<file path="config.mk">
export PLATFORM = sky130hd
export DESIGN_NAME = fetch_pc_stage
export DESIGN_NICKNAME = d
export VERILOG_FILES = /design/src/rtl/fetch_pc_stage_pkg.sv /design/src/rtl/fetch_pc_stage_perf_counters.sv /design/src/rtl/fetch_pc_stage.sv
export SDC_FILE = /design/constraint.sdc
export NUM_CORES = 1
export LEC_CHECK = 0
export BUFFER_PORTS_ARGS = -buffer_cell sky130_fd_sc_hd__buf_2
export CAP_MARGIN = 5
export CORE_MARGIN = 2
export CORE_UTILIZATION = 41
export DETAILED_ROUTE_END_ITERATION = 12
export PLACE_DENSITY_LB_ADDON = 0.25
export SYNTH_ARGS = -nofsm -noshare
export SYNTH_HDL_FRONTEND = slang
export SYNTH_SLANG_ARGS = --single-unit
export TNS_END_PERCENT = 5
</file>
<file path="constraint.sdc">
create_clock -name clk -period 1.33 [get_ports clk]
set_input_delay 0.0665 -clock clk [delete_from_list [all_inputs] [get_ports clk]]
set_output_delay 0.0665 -clock clk [all_outputs]
set_load 0.01 [all_outputs]
</file>
<file path="src/rtl/fetch_pc_stage_pkg.sv">
// Shared definitions for the fetch PC stage: FSM encoding and default datapath widths.
package fetch_pc_stage_pkg;

  localparam int unsigned ADDR_W_DEF   = 24;
  localparam int unsigned INSTR_W_DEF  = 28;
  localparam logic [23:0] RESET_PC_DEF = 24'h000000;

  typedef enum logic {
    ST_FETCH = 1'b0,
    ST_VALID = 1'b1
  } fetch_state_t;

endpackage

</file>
<file path="src/rtl/fetch_pc_stage_perf_counters.sv">
// Free-running fetch/stall event counters; only built when FETCH_PERF_CNT_EN is defined.
module fetch_perf_counters (
  input  logic        i_clk,
  input  logic        i_rst,
  input  logic        i_fetch,
  input  logic        i_stall,
  output logic [31:0] o_fetched,
  output logic [31:0] o_stall
);

  logic [31:0] r_fetched;
  logic [31:0] r_stall;

  always_ff @(posedge i_clk) begin
    if (i_rst) begin
      r_fetched <= '0;
      r_stall   <= '0;
    end else begin
      if (i_fetch) r_fetched <= r_fetched + 32'd1;
      if (i_stall) r_stall   <= r_stall + 32'd1;
    end
  end

  assign o_fetched = r_fetched;
  assign o_stall   = r_stall;

endmodule

</file>
<file path="src/rtl/fetch_pc_stage.sv">
// Instruction-fetch stage: PC register, imem request FSM and valid/ready output buffer.
// Optional performance counters are enabled with the FETCH_PERF_CNT_EN macro.
module fetch_pc_stage
  import fetch_pc_stage_pkg::*;
#(
  parameter int unsigned       ADDR_W   = ADDR_W_DEF,
  parameter int unsigned       INSTR_W  = INSTR_W_DEF,
  parameter logic [ADDR_W-1:0] RESET_PC = ADDR_W'(RESET_PC_DEF)
) (
  input  logic               clk,
  input  logic               rst,
  input  logic [ADDR_W-1:0]  next_pc,
  input  logic               redirect,
  output logic [ADDR_W-1:0]  pc_plus1,
  output logic               imem_req,
  output logic [ADDR_W-1:0]  imem_addr,
  input  logic               imem_ack,
  input  logic [INSTR_W-1:0] imem_rdata,
  output logic               if_valid,
  input  logic               if_ready,
  output logic [INSTR_W-1:0] if_instr,
  output logic [ADDR_W-1:0]  if_pc
`ifdef FETCH_PERF_CNT_EN
  ,
  output logic [31:0]        perf_fetched,
  output logic [31:0]        perf_stall
`endif
);

  fetch_state_t       r_state;
  fetch_state_t       w_state_next;
  logic [ADDR_W-1:0]  r_pc;
  logic [INSTR_W-1:0] r_if_instr;
  logic [ADDR_W-1:0]  r_if_pc;
  logic               w_load;
  logic               w_pc_adv;

  always_ff @(posedge clk) begin
    if (rst) begin
      r_state    <= ST_FETCH;
      r_pc       <= RESET_PC;
      r_if_instr <= '0;
      r_if_pc    <= '0;
    end else begin
      r_state <= w_state_next;
      if (w_pc_adv) r_pc <= next_pc;
      if (w_load) begin
        r_if_instr <= imem_rdata;
        r_if_pc    <= r_pc;
      end
    end
  end

  // Redirect wins over everything and throws away a coincident ack.
  always_comb begin
    w_state_next = r_state;
    w_load       = 1'b0;
    w_pc_adv     = 1'b0;
    if (redirect) begin
      w_state_next = ST_FETCH;
      w_pc_adv     = 1'b1;
    end else begin
      unique case (r_state)
        ST_FETCH: begin
          if (imem_ack) begin
            w_load       = 1'b1;
            w_pc_adv     = 1'b1;
            w_state_next = ST_VALID;
          end
        end
        ST_VALID: begin
          if (if_ready) begin
            if (imem_ack) begin
              w_load   = 1'b1;
              w_pc_adv = 1'b1;
            end else begin
              w_state_next = ST_FETCH;
            end
          end
        end
        default: w_state_next = ST_FETCH;
      endcase
    end
  end

  assign pc_plus1  = r_pc + ADDR_W'(1);
  assign imem_addr = r_pc;
  assign if_valid  = (r_state == ST_VALID);
  assign imem_req  = !rst && ((r_state == ST_FETCH) || if_ready);
  assign if_instr  = r_if_instr;
  assign if_pc     = r_if_pc;

`ifdef FETCH_PERF_CNT_EN
  fetch_perf_counters u_perf (
    .i_clk     (clk),
    .i_rst     (rst),
    .i_fetch   (w_load),
    .i_stall   (if_valid && !if_ready),
    .o_fetched (perf_fetched),
    .o_stall   (perf_stall)
  );
`endif

endmodule
</file>
==> results.sh, run 1 <==
export IMPL_syn_avg_cell_area_um2=7.72
export IMPL_fillers=548
export IMPL_drc=0
export IMPL_slew_headroom_pct=60.7
export IMPL_p_int_mw=4.25
export IMPL_seqPwrFrac_pct=43.8
export IMPL_required_ps=1260
export IMPL_yosysUniqueCellTypes=25
export IMPL_fin_crit_sh_pct=134
export IMPL_clockBufferDepth=2
export IMPL_synth_top_cell_by_area="dfxtp_1"
export IMPL_yosys_warnings=0
export IMPL_design_area_um2=5420
export IMPL_place_gp_congestion=0.806
export IMPL_ff2ff_setup_slack_ps=-10
export IMPL_grt_max_degree=31
export IMPL_routedWlPerCell_um=14.5
export IMPL_worst_pin_slew_ps=589
export IMPL_combinationalPowerShare_pct=17.8
export IMPL_status="finished with violations"
export IMPL_worst_setup_path_end_kind="primary output"
export IMPL_max_stage_delay_ps=370
export IMPL_hpwl_um=6650
export IMPL_whs_ps=109
export IMPL_yosysSeqAreaShare_pct=49.5
export IMPL_start_util_pct=42.7
export IMPL_first_pass_iters=4
export IMPL_cp_start_kind="flop"
export IMPL_fmax_mhz=563
export IMPL_track_usage_pct=25.2
export IMPL_ir_drop_mv=0.907
export IMPL_cts_buffers=9
export IMPL_clkPwrFrac_pct=38.4
export IMPL_hold_violations=0
export IMPL_worst_slack_ps=-447
export IMPL_final_nets=704
export IMPL_cp_buffers_inverters=1
export IMPL_postSynthCellCount=403
export IMPL_period_minus_slack_ps=1780
export IMPL_reg2reg_depth=6
export IMPL_rsz0062_at_grt="yes"
export IMPL_worstSetupPathType="flop to primary output"
export IMPL_cap_violations=0
export IMPL_hold_class="input pin to flop"
export IMPL_coreArea_um2=7290
export IMPL_clkTransAtPathRegs_ps=80
export IMPL_num_vias=3725
export IMPL_critPathTopFamily="simple AND/OR/NAND/NOR gates"
export IMPL_fin_skew_ps=11.9
export IMPL_die_area_um2=8300
export IMPL_synthesis_area_um2=3110
export IMPL_switchingPower_mw=1.41
export IMPL_cts_max_level=3
export IMPL_syn_nets=461
export IMPL_ys_ff_latch=77
export IMPL_via_per_inst=4.97
export IMPL_crit_slowest_cell="dfxtp_4"
export IMPL_yosysTopAreaCellShare_pct=49.5
export IMPL_rows=31
export IMPL_cts_sinks=77
export IMPL_first_iter_violations=125
export IMPL_grt_pass1_wl_um=17000
export IMPL_antenna_found_initial=0
export IMPL_path_cells="ha_4, and3_4, nand3_4, nor2_1, xor2_1, buf_2"
export IMPL_dieHeight_um=91.1
export IMPL_path_max_fanout=7
export IMPL_synthTopCellsByArea="dfxtp_1 50%, nand2_1 19%, a21oi_1 12%"
export IMPL_sw_frac_of_total_pct=24.9
export IMPL_final_util_pct=74.4
export IMPL_dieWidth_um=91.1
export IMPL_drive_gt1_share_pct=43.5
export IMPL_slew_violations=0
export IMPL_detail_route_antenna_nets=0
export IMPL_grt_overflow=0
export IMPL_cts_tree="built"
export IMPL_powerDensity_nw_per_um2=1040
export IMPL_wl_um=10900
export IMPL_area_growth_syn_to_layout_pct=74.3
export IMPL_dpl_cell_area_um2=4390
export IMPL_worstSkewPairLatency_ps=340
export IMPL_cts_root_buf="clkbuf_8"
export IMPL_setup_violations=22
export IMPL_leakage_nw=2.52
export IMPL_grt_pass1_vias=3687
export IMPL_boundaryPins=159
export IMPL_portBuffers=158
export IMPL_violations="negative setup slack"
export IMPL_arrival_ps=1710
export IMPL_antenna_cells=0
export IMPL_crit_cells=6
export IMPL_hold_path_depth=3
[final timing paths]
| path | start | to |
|---|---|---|
| worst max-delay path | imem_addr[0] | pc_plus1[12] |
| worst min-delay path | if_ready | if_valid |
| worst max register to register | if_valid | if_instr[13] |
| worst min register to register | if_instr[14] | if_instr[14] |
[power by group through the flow]
stage | sequential, mW | combinational, mW | clock, mW
floorplan | 2.61 | 0.292 | 0
global placement | 2.52 | 0.807 | 0
detailed placement | 2.53 | 0.820 | 0
CTS | 2.48 | 0.963 | 2.22
global route | 2.49 | 1.09 | 2.31
finish | 2.48 | 1.01 | 2.17
[flip-flops by register name, summed over array words and instances, names as in the netlist]
register   cells
if_instr      28
if_pc         24
if_valid       1
imem_addr     24
[cell type report]
class	instances	area (um2)	share of cell area, %
Sequential cell	77	1570	28.9
Clock buffer	11	151	2.79
Inverter	5	18.8	0.346
Multi-Input combinational cell	296	1690	31.1
Timing Repair Buffer	257	1780	32.9
Clock inverter	4	95.1	1.75
Tap cell	99	124	2.28
[per-layer routing]
layer  GRT usage [%]  vias up  routed length, um
met4            9.47        0                284
met2            45.7      149               5480
met3            6.14       28                659
met5               0        -                  0
li1                -     1794                  -
met1            28.3     1754               4450
[cells by family after synthesis]
logic type,synth area share (%)
fa+ha+maj,0.402
buf+inv,4.26
compound gates,13.0
simple gates,26.6
flops,49.5
xor+xnor,6.19
[cell usage in the layout, fill, tap and decap left out, drive strengths merged]
cell type	netlist	layout
and4	2	2
xor2	9	9
a21o	1	1
a21oi	77	77
bufinv	0	3
nor2b	1	1
buf	13	204
nand2b	1	1
nor2	3	3
nor3	8	8
dfxtp	77	77
ha	1	1
nand4	4	4
nand2	158	158
a211oi	1	1
and3	4	4
clkbuf	13	11
inv	5	5
nand3	9	10
clkinv	0	1
or3	1	1
nor4	2	2
dlygate4sd3	0	53
xnor2	13	13
[cells in the mapped netlist (all sizes together)]
library cell  instances
nand3                 9
a21oi                77
and3                  4
xor2                  9
a21o                  1
dfxtp                77
and4                  2
ha                    1
nand2               158
or3                   1
xnor2                13
nor4                  2
nand4                 4
nor2b                 1
nor2                  3
a211oi                1
inv                   5
nor3                  8
buf                  13
clkbuf               13
nand2b                1
[worst register-to-register path: stages, from the launching register on]
cell	delay [ps]
dfxtp_1	310
nor2b_1	150
buf_4	140
nor3_4	210
buf_12	220
nand2_1	100
a21oi_1	140
[timing repair]
action | in CTS | in global routing
endpoints found under the hold margin | 53 | 0
pin swaps | 7 | 1
hold buffers | 53 | 0
setup buffers | 5 | 0
gates cloned | 1 | 0
resized for setup | 21 | 28
endpoints found under the setup margin | 73 | 68
[through the flow]
| stage | worst slack (ps) | power (mW) | TNS (ps) | cells |
|---|---|---|---|---|
| after floorplan | -20.7 | 2.90 | -151 | 403 |
| final | -447 | 5.66 | -6420 | 749 |
| after global placement | -86.7 | 3.33 | -592 | 675 |
| after CTS | -438 | 5.66 | -6340 | 749 |
| after detailed placement | -151 | 3.35 | -2020 | 675 |
| after global routing | -534 | 5.89 | -9390 | 749 |
(Power assumes the default switching activity.)
==> run 2: changes to the inputs <==
--- a/config.mk
+++ b/config.mk
@@ -11,7 +11,9 @@
 export CORE_UTILIZATION = 41
 export DETAILED_ROUTE_END_ITERATION = 12
 export PLACE_DENSITY_LB_ADDON = 0.25
+export RECOVER_POWER = 100
 export SYNTH_ARGS = -nofsm -noshare
 export SYNTH_HDL_FRONTEND = slang
+export SYNTH_HIERARCHICAL = 1
 export SYNTH_SLANG_ARGS = --single-unit
 export TNS_END_PERCENT = 5
==> results.sh, run 2 <==
export IMPL_status="finished with violations"
export IMPL_violations="negative setup slack"
export IMPL_hold_violations=0
export IMPL_use_met2_pct=45.7
export IMPL_final_nets=704
export IMPL_yosys_warnings=6
export IMPL_cap_violations=0
export IMPL_final_cells=749
export IMPL_reg2reg_to="if_instr[13]"
export IMPL_fillers=576
export IMPL_met1_usage_pct=28.3
export IMPL_place_gp_congestion=0.806
export IMPL_fin_skew_ps=13.0
export IMPL_dieWidth_um=91.1
export IMPL_crit_slowest_cell="dfxtp_4"
export IMPL_final_seq_area_um2=1570
export IMPL_hold_path_depth=3
export IMPL_synth_edff_count=0
export IMPL_largest_reg_flops=28
export IMPL_syn_avg_cell_area_um2=7.72
export IMPL_worstSetupPathType="flop to primary output"
export IMPL_routedWlPerCell_um=14.6
export IMPL_drc=0
export IMPL_cts_buffers=9
export IMPL_yosysUniqueCellTypes=25
export IMPL_dpl_cell_area_um2=4390
export IMPL_grt_max_degree=31
export IMPL_grt_use_met3_pct=6.14
export IMPL_drive_gt1_share_pct=34.8
export IMPL_rsz0062_at_grt="yes"
export IMPL_synth_commonest_cells="158 x nand2_1, 77 x dfxtp_1, 76 x a21oi_1"
export IMPL_fin_crit_sh_pct=134
export IMPL_powerDensity_nw_per_um2=1060
export IMPL_via_per_inst=4.97
export IMPL_postSynthCellCount=403
export IMPL_critPathTopFamily="simple AND/OR/NAND/NOR gates"
export IMPL_detail_route_antenna_nets=0
export IMPL_cts_max_level=3
export IMPL_coreArea_um2=7290
export IMPL_design_area_um2=5350
export IMPL_setup_violations=23
export IMPL_grt_overflow=0
export IMPL_antenna_found_initial=0
export IMPL_synth_top_cell_by_area="dfxtp_1"
export IMPL_final_common_cell="nand2_1"
export IMPL_ir_drop_mv=0.930
export IMPL_grt_pass1_vias=3687
export IMPL_cts_tree="built"
export IMPL_arrival_ps=1710
export IMPL_whs_ps=109
export IMPL_reg2reg_depth=6
export IMPL_worstSkewPairLatency_ps=340
export IMPL_cp_buffers_inverters=1
export IMPL_reg2reg_from="if_valid"
export IMPL_first_pass_iters=4
export IMPL_fin_tns_setup_ps=-6460
export IMPL_cts_root_buf="clkbuf_8"
export IMPL_fmax_mhz=563
export IMPL_antenna_cells=0
export IMPL_ys_ff_latch=77
export IMPL_slew_headroom_pct=60.7
export IMPL_clkTransAtPathRegs_ps=80
export IMPL_yosysMostFrequentCell="nand2_1"
export IMPL_synthesis_area_um2=3110
export IMPL_placedCellCount=675
export IMPL_mostFrequentLayoutCells="158 x nand2_1, 103 x buf_2, 64 x dfxtp_1"
export IMPL_ff2ff_setup_slack_ps=0
export IMPL_clockBufferDepth=2
export IMPL_path_cells="ha_4, and3_4, nand3_4, nor2_1, xor2_1, buf_2"
export IMPL_worst_pin_slew_ps=590
export IMPL_grt_busiest_layer="met2"
export IMPL_hold_class="input pin to flop"
export IMPL_required_ps=1260
export IMPL_num_vias=3723
export IMPL_synthTopCellsByArea="dfxtp_1 50%, nand2_1 19%, a21oi_1 12%"
export IMPL_slew_violations=0
export IMPL_portBuffers=158
export IMPL_yosysTopAreaCellShare_pct=49.5
export IMPL_startpoint="imem_addr[0]"
export IMPL_yosysSeqAreaShare_pct=49.5
export IMPL_rows=31
export IMPL_final_util_pct=73.4
export IMPL_first_iter_violations=120
export IMPL_cp_endpoint="pc_plus1[12]"
export IMPL_multi_input_area_um2=1690
export IMPL_crit_cells=6
export IMPL_die_area_um2=8300
export IMPL_syn_nets=461
export IMPL_period_minus_slack_ps=1780
export IMPL_area_growth_syn_to_layout_pct=71.9
export IMPL_wl_um=10900
export IMPL_hpwl_um=6650
export IMPL_path_max_fanout=7
export IMPL_start_util_pct=42.7
export IMPL_grt_pass1_wl_um=17000
export IMPL_synthFlopType="dfxtp_1"
export IMPL_track_usage_pct=25.2
export IMPL_max_stage_delay_ps=370
export IMPL_worst_setup_path_end_kind="primary output"
export IMPL_boundaryPins=159
export IMPL_worst_slack_ps=-447
export IMPL_leakage_nw=2.29
export IMPL_synthArstFlopShare_pct=0
export IMPL_cts_sinks=77
export IMPL_cp_start_kind="flop"
export IMPL_dieHeight_um=91.1
run 2: cell counts after synthesis:
Identical to the previous run, type by type.
run 2: worst min path at each step:
stage,from,to,slack (ps)
after global placement,imem_rdata[8],if_instr[8],310
final,if_ready,if_valid,110
after CTS,if_ready,if_valid,100
after floorplan,redirect,if_valid,140
after detailed placement,imem_rdata[18],if_instr[18],310
after global routing,if_ready,if_valid,130
run 2: logic make-up after synthesis:
group                    Yosys count  synth area share, %
XOR/XNOR                          22                 6.19
AO/OA/AOI/OAI                     79                 13.0
flip-flops                        77                 49.5
buffers and inverters             31                 4.26
adder cells (fa/ha/maj)            1                0.402
AND/OR/NAND/NOR                  193                 26.6
run 2: area by class of cell:
class,count,share of cell area [%]
clock buffer,11,2.83
timing repair buffer,257,32.0
clock inverter,4,1.78
tap,99,2.32
inverter,5,0.351
multi-input combinational,296,31.5
sequential,77,29.3
run 2: timing repair:
| action | 4_1_cts | 5_1_grt |
|---|---|---|
| pin swaps | 7 | 1 |
| endpoints found under the hold margin | 53 | 0 |
| endpoints found under the setup margin | 73 | 68 |
| buffers inserted | 5 | 0 |
| hold buffers | 53 | 0 |
| gates resized for setup | 21 | 28 |
| cloned | 1 | 0 |
run 2: routing by layer:
layer  wire, um  vias to the layer above
li1           -                     1795
met5          0                        -
met1       4510                     1744
met3        672                       26
met4        261                        0
met2       5470                      158
run 2: tightest hold or removal path, stage by stage:
cell	delay, ps
buf_2	80
nand2b_1	150
a211oi_1	90
run 2: report_power, final:
group          switching, mW  internal, mW  leakage, nW
Sequential            0.0682          2.41        0.636
Combinational          0.510         0.481         1.53
Clock                  0.838          1.34        0.125
run 2: per-stage QoR:
step / power, mW / setup slack, ps
detailed placement: 3.35 / -151
global route: 5.87 / -534
CTS: 5.66 / -438
floorplan: 2.90 / -20.7
global placement: 3.33 / -86.7
finish: 5.65 / -447
==> run 3: changes to the inputs <==
--- a/config.mk
+++ b/config.mk
@@ -8,7 +8,7 @@
 export BUFFER_PORTS_ARGS = -buffer_cell sky130_fd_sc_hd__buf_2
 export CAP_MARGIN = 5
 export CORE_MARGIN = 2
-export CORE_UTILIZATION = 41
+export CORE_UTILIZATION = 42
 export DETAILED_ROUTE_END_ITERATION = 12
 export PLACE_DENSITY_LB_ADDON = 0.25
 export RECOVER_POWER = 100
==> constraint.sdc (replaced) <==
create_clock -name clk -period 1.65 [get_ports clk]
set_input_delay 0.0825 -clock clk [delete_from_list [all_inputs] [get_ports clk]]
set_output_delay 0.0825 -clock clk [all_outputs]
set_load 0.01 [all_outputs]
==> results.sh, run 3 (synthesis results as in run 2) <==
export IMPL_final_common_cell="nand2_1"
export IMPL_cts_max_level=3
export IMPL_dieHeight_um=90.1
export IMPL_cap_violations=0
export IMPL_final_nets=690
export IMPL_violations="negative setup slack"
export IMPL_path_max_fanout=3
export IMPL_first_pass_iters=4
export IMPL_rows=31
export IMPL_largest_reg_flops=28
export IMPL_boundaryPins=159
export IMPL_clkTransAtPathRegs_ps=80
export IMPL_cts_tree="built"
export IMPL_leakage_nw=2.08
export IMPL_num_vias=3531
export IMPL_period_minus_slack_ps=1850
export IMPL_hold_class="input pin to flop"
export IMPL_grt_busiest_layer="met2"
export IMPL_dieWidth_um=90.1
export IMPL_fmax_mhz=541
export IMPL_design_area_um2=4920
export IMPL_clockBufferDepth=2
export IMPL_powerDensity_nw_per_um2=830
export IMPL_slew_violations=0
export IMPL_worst_setup_path_end_kind="primary output"
export IMPL_slew_headroom_pct=48.0
export IMPL_rsz0062_at_grt="yes"
export IMPL_cp_start_kind="flop"
export IMPL_dpl_cell_area_um2=4200
export IMPL_grt_pass1_wl_um=16700
export IMPL_required_ps=1570
export IMPL_hpwl_um=6440
export IMPL_ir_drop_mv=0.469
export IMPL_worst_slack_ps=-199
export IMPL_coreArea_um2=7210
export IMPL_cts_sinks=77
export IMPL_routedWlPerCell_um=13.5
export IMPL_use_met2_pct=44.2
export IMPL_arrival_ps=1770
export IMPL_area_growth_syn_to_layout_pct=58.1
export IMPL_cts_root_buf="clkbuf_8"
export IMPL_placedCellCount=665
export IMPL_grt_overflow=0
export IMPL_start_util_pct=43.1
export IMPL_drc=0
export IMPL_worstSkewPairLatency_ps=330
export IMPL_drive_gt1_share_pct=25.2
export IMPL_worst_pin_slew_ps=781
export IMPL_final_cells=734
export IMPL_grt_pass1_vias=3489
export IMPL_portBuffers=158
export IMPL_met1_usage_pct=29.4
export IMPL_antenna_cells=0
export IMPL_wl_um=9940
export IMPL_fin_crit_sh_pct=112
export IMPL_track_usage_pct=24.9
export IMPL_hold_violations=0
export IMPL_place_gp_congestion=0.815
export IMPL_mostFrequentLayoutCells="158 x nand2_1, 101 x buf_2, 76 x a21oi_1"
export IMPL_die_area_um2=8110
export IMPL_setup_violations=15
export IMPL_detail_route_antenna_nets=0
export IMPL_via_per_inst=4.81
export IMPL_grt_use_met3_pct=5.28
export IMPL_worstSetupPathType="flop to primary output"
export IMPL_fin_skew_ps=6.81
export IMPL_status="finished with violations"
export IMPL_first_iter_violations=165
export IMPL_antenna_found_initial=0
export IMPL_grt_max_degree=46
export IMPL_cts_buffers=9
## run 3: worst max-delay path, cell delays in order (launching register included)
cell	delay (ps)
dfxtp_1	350
and4_1	230
nand4_1	180
nor4_2	320
xor2_1	180
buf_2	160
## run 3: final timing paths
path | startpoint | depth (start not counted) | slack [ps] | end
worst min-delay path | next_pc[5] | 3 | 10 | imem_addr[5]
worst max register to register | if_valid | 4 | 150 | imem_addr[13]
worst min register to register | if_pc[7] | 2 | 460 | if_pc[7]
worst max-delay path | imem_addr[15] | 5 | -200 | pc_plus1[23]
## run 3: where the power goes
part	total, mW	internal, mW	leakage (nW)	switching (mW)
Combinational	0.700	0.326	1.36	0.374
Clock	1.39	0.721	0.0902	0.665
Sequential	2.00	1.94	0.631	0.0511
Total	4.08	2.99	2.08	1.09
## run 3: timing repair
item	CTS	global route
hold buffers	51	0
resized for setup	19	3
pin swaps	6	5
buffers inserted	4	0
setup endpoints to repair	15	19
endpoints found under the hold margin	51	0
## run 3: metrics by stage
step | TNS (ps) | power [mW] | hold slack (ps) | util [%] | setup slack [ps]
after floorplan | 0 | 2.33 | 155 | - | 124
after global placement | 0 | 2.65 | 322 | 58.3 | 108
after detailed placement | 0 | 2.66 | 329 | 58.3 | 68.4
after CTS | -1850 | 4.13 | 1.44 | 69.6 | -178
after global routing | -3690 | 4.29 | 1.93 | 68.2 | -286
final | -1850 | 4.08 | 12.8 | 68.2 | -199
## run 3: final cells by class
class,count,area (um2)
timing repair buffer,244,1520
clock buffer,10,138
inverter,5,18.8
multi-input combinational,295,1520
fill,624,2300
clock inverter,4,50.0
tap,99,124
sequential,77,1540
## run 3: routing by layer
| metal | up-vias | routed length (um) |
|---|---|---|
| met4 | 0 | 208 |
| met3 | 21 | 573 |
| met2 | 137 | 4970 |
| li1 | 1770 | - |
| met1 | 1603 | 4190 |
| met5 | - | 0 |
